File: src/rtl/seg_scan_decoder.sv
`default_nettype none
// ============================================================================
//  Module      : seg_scan_decoder
//  Description : Receive-side monitor for a multiplexed active-low 7-segment
//                display bus. Debounces {AN,SEG}, decodes each lit glyph back
//                to a hex nibble and reassembles scan frames into a 32-bit
//                value plus an 8-bit digit mask.
//  Revision    : 1.0 - initial release
// ============================================================================
module seg_scan_decoder #(
    parameter int STABLE_CYCLES = 4,
    parameter int IDLE_CYCLES   = 1024
) (
    input  logic        clk,
    input  logic        rst_n,
    input  logic [7:0]  AN,
    input  logic [6:0]  SEG,
    output logic [31:0] frame_value,
    output logic [7:0]  frame_mask,
    output logic        frame_valid,
    output logic        frame_changed,
    output logic        frame_err,
    output logic        display_off
);

    localparam int SCW = $clog2(STABLE_CYCLES + 1);
    localparam int ICW = $clog2(IDLE_CYCLES + 1);
    localparam logic [SCW-1:0] STAB_MAX  = SCW'(STABLE_CYCLES);
    localparam logic [SCW-1:0] STAB_FIRE = SCW'(STABLE_CYCLES - 1);
    localparam logic [SCW-1:0] STAB_ONE  = SCW'(1);
    localparam logic [ICW-1:0] IDLE_MAX  = ICW'(IDLE_CYCLES);
    localparam logic [ICW-1:0] IDLE_FIRE = ICW'(IDLE_CYCLES - 1);
    localparam logic [ICW-1:0] IDLE_ONE  = ICW'(1);

    // Synchroniser and previous-cycle copy. These reset to the blank pattern
    // so that reset itself never looks like a multi-hot anode capture.
    logic [7:0]     an_meta, an_s, an_prev;
    logic [6:0]     seg_meta, seg_s, seg_prev;
    logic [SCW-1:0] stab_cnt;
    logic [ICW-1:0] idle_cnt;

    logic [31:0]    work_value;
    logic [7:0]     work_mask;
    logic           work_err;

    logic           same_pat;
    logic           capture;
    logic           idle_hit;
    logic [7:0]     an_low;
    logic           an_onehot;
    logic           an_multi;
    logic [2:0]     digit_idx;
    logic [6:0]     seg_hi;
    logic           glyph_hit;
    logic [3:0]     glyph_nib;
    logic [3:0]     capture_nib;
    logic [31:0]    slot_value;
    logic [7:0]     digit_mask;
    logic [31:0]    commit_value;
    logic           boundary;
    logic           idle_commit;
    logic           commit;

    // Two-flop synchroniser for the display bus plus one delayed copy.
    always_ff @(posedge clk or negedge rst_n) begin
        if (!rst_n) begin
            an_meta  <= 8'hFF;
            an_s     <= 8'hFF;
            an_prev  <= 8'hFF;
            seg_meta <= 7'h7F;
            seg_s    <= 7'h7F;
            seg_prev <= 7'h7F;
        end else begin
            an_meta  <= AN;
            an_s     <= an_meta;
            an_prev  <= an_s;
            seg_meta <= SEG;
            seg_s    <= seg_meta;
            seg_prev <= seg_s;
        end
    end

    assign same_pat = ({an_s, seg_s} == {an_prev, seg_prev});
    // Fires exactly once per stable interval; saturation blocks repeats.
    assign capture  = same_pat && (stab_cnt == STAB_FIRE);
    assign idle_hit = (an_s == 8'hFF) && (idle_cnt == IDLE_FIRE);

    // Stability counter: clears on any pattern change, saturates otherwise.
    always_ff @(posedge clk or negedge rst_n) begin
        if (!rst_n) begin
            stab_cnt <= '0;
        end else if (!same_pat) begin
            stab_cnt <= '0;
        end else if (stab_cnt != STAB_MAX) begin
            stab_cnt <= stab_cnt + STAB_ONE;
        end
    end

    // Idle counter and display_off flag, both driven by an all-blank anode.
    always_ff @(posedge clk or negedge rst_n) begin
        if (!rst_n) begin
            idle_cnt    <= '0;
            display_off <= 1'b0;
        end else if (an_s != 8'hFF) begin
            idle_cnt    <= '0;
            display_off <= 1'b0;
        end else if (idle_cnt != IDLE_MAX) begin
            idle_cnt <= idle_cnt + IDLE_ONE;
            if (idle_cnt == IDLE_FIRE) begin
                display_off <= 1'b1;
            end
        end
    end

    // Anode classification: one-hot-low digit, multi-hot, or blank.
    always_comb begin
        an_low    = ~an_s;
        digit_idx = 3'd0;
        for (int i = 0; i < 8; i++) begin
            if (an_low[i]) begin
                digit_idx = 3'(i);
            end
        end
        an_onehot  = (an_low != 8'h00) && ((an_low & (an_low - 8'd1)) == 8'h00);
        an_multi   = (an_low != 8'h00) && !an_onehot;
        digit_mask = 8'h01 << digit_idx;
    end

    // Glyph table lookup on the active-high gfedcba view of SEG.
    always_comb begin
        seg_hi    = ~seg_s;
        glyph_hit = 1'b1;
        glyph_nib = 4'h0;
        case (seg_hi)
            7'h3F: glyph_nib = 4'h0;
            7'h06: glyph_nib = 4'h1;
            7'h5B: glyph_nib = 4'h2;
            7'h4F: glyph_nib = 4'h3;
            7'h66: glyph_nib = 4'h4;
            7'h6D: glyph_nib = 4'h5;
            7'h7D: glyph_nib = 4'h6;
            7'h07: glyph_nib = 4'h7;
            7'h7F: glyph_nib = 4'h8;
            7'h6F: glyph_nib = 4'h9;
            7'h77: glyph_nib = 4'hA;
            7'h7C: glyph_nib = 4'hB;
            7'h39: glyph_nib = 4'hC;
            7'h5E: glyph_nib = 4'hD;
            7'h79: glyph_nib = 4'hE;
            7'h71: glyph_nib = 4'hF;
            default: glyph_hit = 1'b0;
        endcase
        capture_nib = glyph_hit ? glyph_nib : 4'h0;
    end

    // Working value containing only the freshly captured digit.
    always_comb begin
        slot_value = '0;
        slot_value[{digit_idx, 2'b00} +: 4] = capture_nib;
    end

    // Committed value never carries nibbles from digits that were not lit.
    for (genvar g = 0; g < 8; g++) begin : g_mask
        assign commit_value[4*g +: 4] = work_value[4*g +: 4] & {4{work_mask[g]}};
    end

    assign boundary    = capture && an_onehot && work_mask[digit_idx];
    assign idle_commit = idle_hit && (work_mask != 8'h00);
    assign commit      = boundary || idle_commit;

    // Working frame accumulation, restart on boundary, clear on idle commit.
    always_ff @(posedge clk or negedge rst_n) begin
        if (!rst_n) begin
            work_value <= '0;
            work_mask  <= '0;
            work_err   <= 1'b0;
        end else if (capture && an_onehot) begin
            if (work_mask[digit_idx]) begin
                work_value <= slot_value;
                work_mask  <= digit_mask;
                work_err   <= !glyph_hit;
            end else begin
                work_value[{digit_idx, 2'b00} +: 4] <= capture_nib;
                work_mask[digit_idx]                <= 1'b1;
                work_err                            <= work_err | !glyph_hit;
            end
        end else if (capture && an_multi) begin
            work_err <= 1'b1;
        end else if (idle_commit) begin
            work_value <= '0;
            work_mask  <= '0;
            work_err   <= 1'b0;
        end
    end

    // Commit register and single-cycle valid/changed pulses.
    always_ff @(posedge clk or negedge rst_n) begin
        if (!rst_n) begin
            frame_value   <= '0;
            frame_mask    <= '0;
            frame_err     <= 1'b0;
            frame_valid   <= 1'b0;
            frame_changed <= 1'b0;
        end else if (commit) begin
            frame_value   <= commit_value;
            frame_mask    <= work_mask;
            frame_err     <= work_err;
            frame_valid   <= 1'b1;
            frame_changed <= (commit_value != frame_value) || (work_mask != frame_mask);
        end else begin
            frame_valid   <= 1'b0;
            frame_changed <= 1'b0;
        end
    end

endmodule
`default_nettype wire

File: config.mk
export PLATFORM = sky130hd
export DESIGN_NAME = seg_scan_decoder
export DESIGN_NICKNAME = d
export VERILOG_FILES = /design/src/rtl/seg_scan_decoder.sv
export SDC_FILE = /design/constraint.sdc
export NUM_CORES = 1
export LEC_CHECK = 0
export ABC_AREA = 1
export CORE_ASPECT_RATIO = 0.8
export CORE_UTILIZATION = 60
export DETAILED_ROUTE_END_ITERATION = 12
export PLACE_DENSITY = 0.93
export SKIP_LAST_GASP = 1
export SLEW_MARGIN = 5
export SYNTH_ARGS = -nofsm -noshare
export SYNTH_HDL_FRONTEND = slang
export SYNTH_SLANG_ARGS = --single-unit
export TNS_END_PERCENT = 50
File: constraint.sdc
create_clock -name clk -period 7.2 [get_ports clk]
set_input_delay 1.08 -clock clk [delete_from_list [all_inputs] [get_ports clk]]
set_output_delay 1.08 -clock clk [all_outputs]
set_load 0.03 [all_outputs]
* Word-level counts from Yosys, hierarchy flattened *
Index checks and enable logic that the tools add are counted.
W data, S select, Z words.

storage, ports and cells
  flip-flop bits (word level) = 144
  output and inout bits = 44
  bits of input ports = 17
  logic and storage cells = 126

operators by class
  add/subtract/negate cells = 4
  bitwise operators = 14
  $lt $le $gt $ge = 2
  mux-type cells = 36
  shift operators = 3
  reduce and logical (&&, ||, !) cells = 23
  eq/ne operators = 27

operators by type and width
  kind                      number
  $mux W32                  4
  $eq A7 B7 Y1 const B      12
  $pmux W4 S15              1
  $and A32 B32 Y32          1
  $and A4 B4 Y4             8
  $bwmux W32                1
  $mux W8                   4
  $ne A32 B32 Y1            1
  $shift A4 B7 Y32 const A  1
  $shiftx A4 B7 Y32         1
  $mux W3                   8
  $mux W11                  2
  $reduce_bool A8 Y1        2
  $reduce_or A16 Y1         1
  $eq A15 B15 Y1            1
  $eq A7 B3 Y1 const B      2
  $eq A7 B6 Y1 const B      2
  $mux W1                   13
  $add A11 B1 Y11 const B   1
  $eq A11 B10 Y1 const B    1
  $ne A11 B11 Y1 const B    1
  $logic_and A1 B1 Y1       9
  $and A8 B8 Y8             1
  $eq A8 B8 Y1 const B      1
  25 further kinds          30

* Logic depth before layout (Yosys ltp) *
  word-level depth = 15
  gate-level depth with buffers = 16
  mapped depth without buffers = 16

* Worst setup path after synthesis *
OpenSTA, ideal clock, no wires.

  kind = register to register
  from = register an_s[2]
  to = register work_value[20]
  buffers on the path = 0
  slack = 4870 ps
  library setup time = 118 ps
  stages on the path, launching flop included = 13
  arrival time = 2212 ps
  path through = dfstp_2 -> nand2_1 -> nand2_1 -> nand2_1 -> nand2_2 -> nand2_4 -> ha_1 -> ha_1 -> inv_1 -> nor3_1 -> nand2_1 -> nand3_1 -> nand2_1

on the way
  word-level cells in the longest chain between the ends = 12
  elaborated cells on any way between the ends = 33
  those cells by class = 2 x add/sub; 3 x eq/ne; 2 x shift; 11 x mux; 3 x bitwise; 12 x reduce/logical

RTL lines
  element                                                       RTL line  text
  start, declared                                               37        logic [7:0] an_meta, an_s, an_prev;
  start signal, assigned                                        75        an_s <= an_meta;
  $not A8 Y8                                                    117       an_low = ~an_s;
  $mux W3 (6 in a row)                                          120       if (an_low[i]) begin
  $neg A5 Y7                                                    159, 183
  $shiftx A4 B7 Y32 / $shift A4 B7 Y32 (equally long branches)  159, 183
  $bwmux W32 / $and A32 B32 Y32 (equally long branches)         n/a
  $mux W32                                                      178       if (work_mask[digit_idx]) begin
  $mux W32                                                      177       end else if (capture && an_onehot) begin
  end signal, assigned                                          179       work_value <= slot_value;
  end signal, assigned by index                                 183       work_value[{digit_idx, 2'b00} +: 4] <= capture_nib;
  end, declared                                                 42        logic [31:0] work_value;

Several ways; a longest one is shown, not always the timed one. The select of a mux whose other input is x is not followed.
A chain may end at the register's enable or synchronous reset.

* Worst setup path in the final report *
  from = register an_s[3]
  to = register frame_mask[7]

on the way
  word-level cells in the longest chain between the ends = 10
  elaborated cells on any way between the ends = 21
  those cells by class = 1 x add/sub; 2 x eq/ne; 7 x mux; 2 x bitwise; 9 x reduce/logical

RTL lines
  element                                                RTL line  text
  branches (longest 9 deep; another with $sub A8 B1 Y8)  n/a
  $logic_or A1 B1 Y1 (*)                                 169       assign commit = boundary || idle_commit;
  end signal, assigned                                   206       frame_mask <= work_mask;
  end, declared                                          19        output logic [7:0] frame_mask,

Every way passes the cells marked *. The select of a mux whose other input is x is not followed.

==> summary.md <==
| Metric | Value |
|---|---|
| Vias per cell | 5.46 |
| GRT Total Usage | 29.8% |
| Sw Ratio | 22.6% |
| Synth Flop Type | dfrtp_1 |
| Sequential fraction of design power | 46.4% |
| Starting density of the core | 61.5% |
| Synth area leaders | dfrtp_1, dfstp_2, nand2_1, nand3_1, inv_1 |
| Antenna-violating nets left | 0 |
| Count leader, synth | nand2_1 |
| Syn Inst Count | 960 |
| Hold_buf cts | 0 |
| Input/output buffers | 60 |
| Final setup violation count | 0 |
| Crit path DAT | 3.64 ns |
| Clock share of power | 49.0% |
| Internal power | 1.41 mW |
| Residual DRC | 0 |
| Final Hold Viols | 0 |
| TritonCTS Buffers | 17 |
| Total grt overflow | 0 |
| Area growth from synthesis to layout | 16.8% |
| Max-cap check violation count | 0 |
| Clk_lat worst skew | 0.43 ns |
| Final nets | 1043 |
| I/O Pins | 61 |
| Status | finished, final reports clean |
| Die Wd | 127 um |
| Critical Path Start | an_s[3] |
| H-Tree Level Count | 4 |
| Critical path endpoint category | register |
| Switching pwr | 0.410 mW |
| Iter 0 DRT Violations | 862 |
| Die area | 13000 um^2 |
| EDFF count, synth | 0 |
| Leading cell types by count after synthesis | nand2_1, inv_1, nand3_1 |
| CP Max Fanout | 47 |
| Finished Core Util | 71.8% |
| Yosys reg bits | 144 |
| Mapped Area | 7510 um^2 |
| WL/cell | 14.8 um |
| Crit start category | register |
| Number of diodes | 0 |
| Setup CP Type | register to register |
| Power density over the cells | 207 nW/um^2 |
| Worst Setup EP | frame_mask[7] |
| # Post-CTS Setup Buffers | 0 |
| Post-route setup slack | 3.85 ns |
| RSZ-0062 raised after global routing | no |
| Yosys Warn Count | 0 |
| Pre-CTS setup slack | 4.03 ns |
| Comb power frac | 4.5% |
| Die Y | 102 um |
| Largest net degree at the start of global routing | 78 |
| Ys async rst share | 100% |
| Vias in the first global route | 6190 |
| WP data required | 7.50 ns |
| Row Count | 36 |
| Root Driver | clkbuf_16 |
| Total wire length | 17.7 mm |
| Syn_area_per_cell | 7.82 um^2 |
| Yosys top cell by area | dfrtp_1 |
| Final Skew | 0.0160 ns |
| CTS Sinks | 144 |
| Period Utilization, post-route | 46.5% |
| Worst R2R Start | an_s[3] |
| Register area share after synthesis | 48.8% |
| Post-DP HPWL | 12.3 mm |
| Max Buffers Root-to-Sink | 2 |
| Min Hold Slack | 0.353 ns |
| Critical R2R Capture | frame_mask[7] |
| Fin. max-slew vios | 0 |
| Vias | 6539 |
| TNS Setup | 0 ns |
| CTS tree | yes |
| Rel. slew slack | 36.6% |
| Reg-to-reg slack, setup | 3.85 ns |
| Drt pass-1 iters | 6 |
| Slew of the pin with the lowest slew margin | 0.948 ns |
| Synth top area share | 33.0% |
| Worst reg2reg path depth | 8 |
| Tmin final | 3.35 ns |
| Gp weighted congestion | 0.930 |
| Layout cell share with drive strength beyond 1 | 11.9% |
| Library cells used by synthesis | 33 |
| Initial antenna violation count | 0 |
| Syn Nets | 989 |
| Inst Count DP | 1166 |
| Fmax achieved | 299 MHz |
| Peak VDD IR | 0.163 mV |
| Core Area | 12200 um^2 |
| # resized after CTS | 0 |
| Leak | 4.54 nW |
| Clock-pin slew on the worst setup and hold paths | 0.06 ns |
| Final std cells w/o fill | 1198 |
| Worst min path class | register to register |
| First-pass GRT wire length | 29.9 mm |
-- cell families (layout without fill, tap and decap cells) --
kind of cell               after synthesis  in the layout  share of synthesized area [%]
AOI/OAI and AO/OA                       76             76                           5.78
xor gates and xnor gates                19             19                           2.22
adders and majority gates               12             12                           2.00
buffers and inverters                  164            231                           9.23
DFF                                    144            144                           48.8
and+or+nand+nor                        545            545                           32.0
-- power by group through the flow --
| stage | registers (mW) | logic (mW) | clock network, mW |
|---|---|---|---|
| 2_1_floorplan | 0.854 | 0.0451 | 0 |
| 3_3_place_gp | 0.857 | 0.0795 | 0 |
| 3_5_place_dp | 0.858 | 0.0811 | 0 |
| 4_1_cts | 0.844 | 0.0821 | 0.898 |
| 5_1_grt | 0.846 | 0.0943 | 0.929 |
| 6_report | 0.844 | 0.0827 | 0.891 |
-- through the flow --
step / power (mW) / cell area [um^2]
finish: 1.82 / 8770
global route: 1.87 / 8770
CTS: 1.82 / 8770
detailed placement: 0.939 / 8160
global placement: 0.936 / 8160
floorplan: 0.899 / 7510
-- worst min-delay path by stage --
| stage | from | end | slack, ns | depth (start not counted) |
|---|---|---|---|---|
| 2_1_floorplan | an_meta[0] | an_s[0] | 0.35 | 0 |
| 3_3_place_gp | seg_meta[5] | seg_s[5] | 0.35 | 0 |
| 3_5_place_dp | seg_meta[4] | seg_s[4] | 0.35 | 0 |
| 4_1_cts | seg_meta[0] | seg_s[0] | 0.35 | 0 |
| 5_1_grt | an_meta[4] | an_s[4] | 0.36 | 0 |
| 6_report | seg_meta[0] | seg_s[0] | 0.35 | 0 |
-- state kept, by name, summed over array words and instances (netlist names) --
name and flops:
stab_cnt 3, frame_changed 1, an_prev 8, an_s 8, frame_mask 8, seg_prev 7
seg_meta 7, an_meta 8, frame_err 1, seg_s 7, frame_valid 1, work_mask 8
work_value 32, frame_value 32, idle_cnt 11, display_off 1, work_err 1
-- worst max-delay path, cell delays in order (launching register included) --
cell and delay, ns:
dfstp_2 0.57, nand2_1 0.14, nor2_2 0.17, inv_2 0.06, nor2_2 0.36, nand3_1 0.60
nand2_2 0.94, nand2_1 0.20, o21ai_0 0.18
-- layout by cell type, fill, tap and decap left out, drive strengths merged, types with 2 or more instances in the layout --
| master | instances |
|---|---|
| inv | 139 |
| clkinv | 4 |
| nor3 | 20 |
| xor2 | 18 |
| o21a | 3 |
| a21oi | 19 |
| nor4 | 6 |
| o21ai | 51 |
| clkbuf | 26 |
| dfrtp | 99 |
| nand2 | 285 |
| buf | 2 |
| ha | 12 |
| dfstp | 45 |
| nand3 | 114 |
| clkdlybuf4s50 | 59 |
| nor2 | 97 |
| nand4 | 21 |
-- cell type report --
class / instances / area [um^2]
Multi-Input combinational cell: 652 / 3150
Sequential cell: 144 / 3660
Clock inverter: 6 / 37.5
Fill cell: 916 / 3440
Timing Repair Buffer: 61 / 609
Inverter: 138 / 518
Tap cell: 171 / 214
Clock buffer: 26 / 574
-- metal layers --
layer	part of all wire, %	track usage, %	up-vias
li1	-	-	3137
met1	43	39.7	3068
met2	47	48.3	293
met3	8.3	6.49	41
met4	2.0	12.1	0
met5	0	0	-
(Power assumes the default switching activity.)
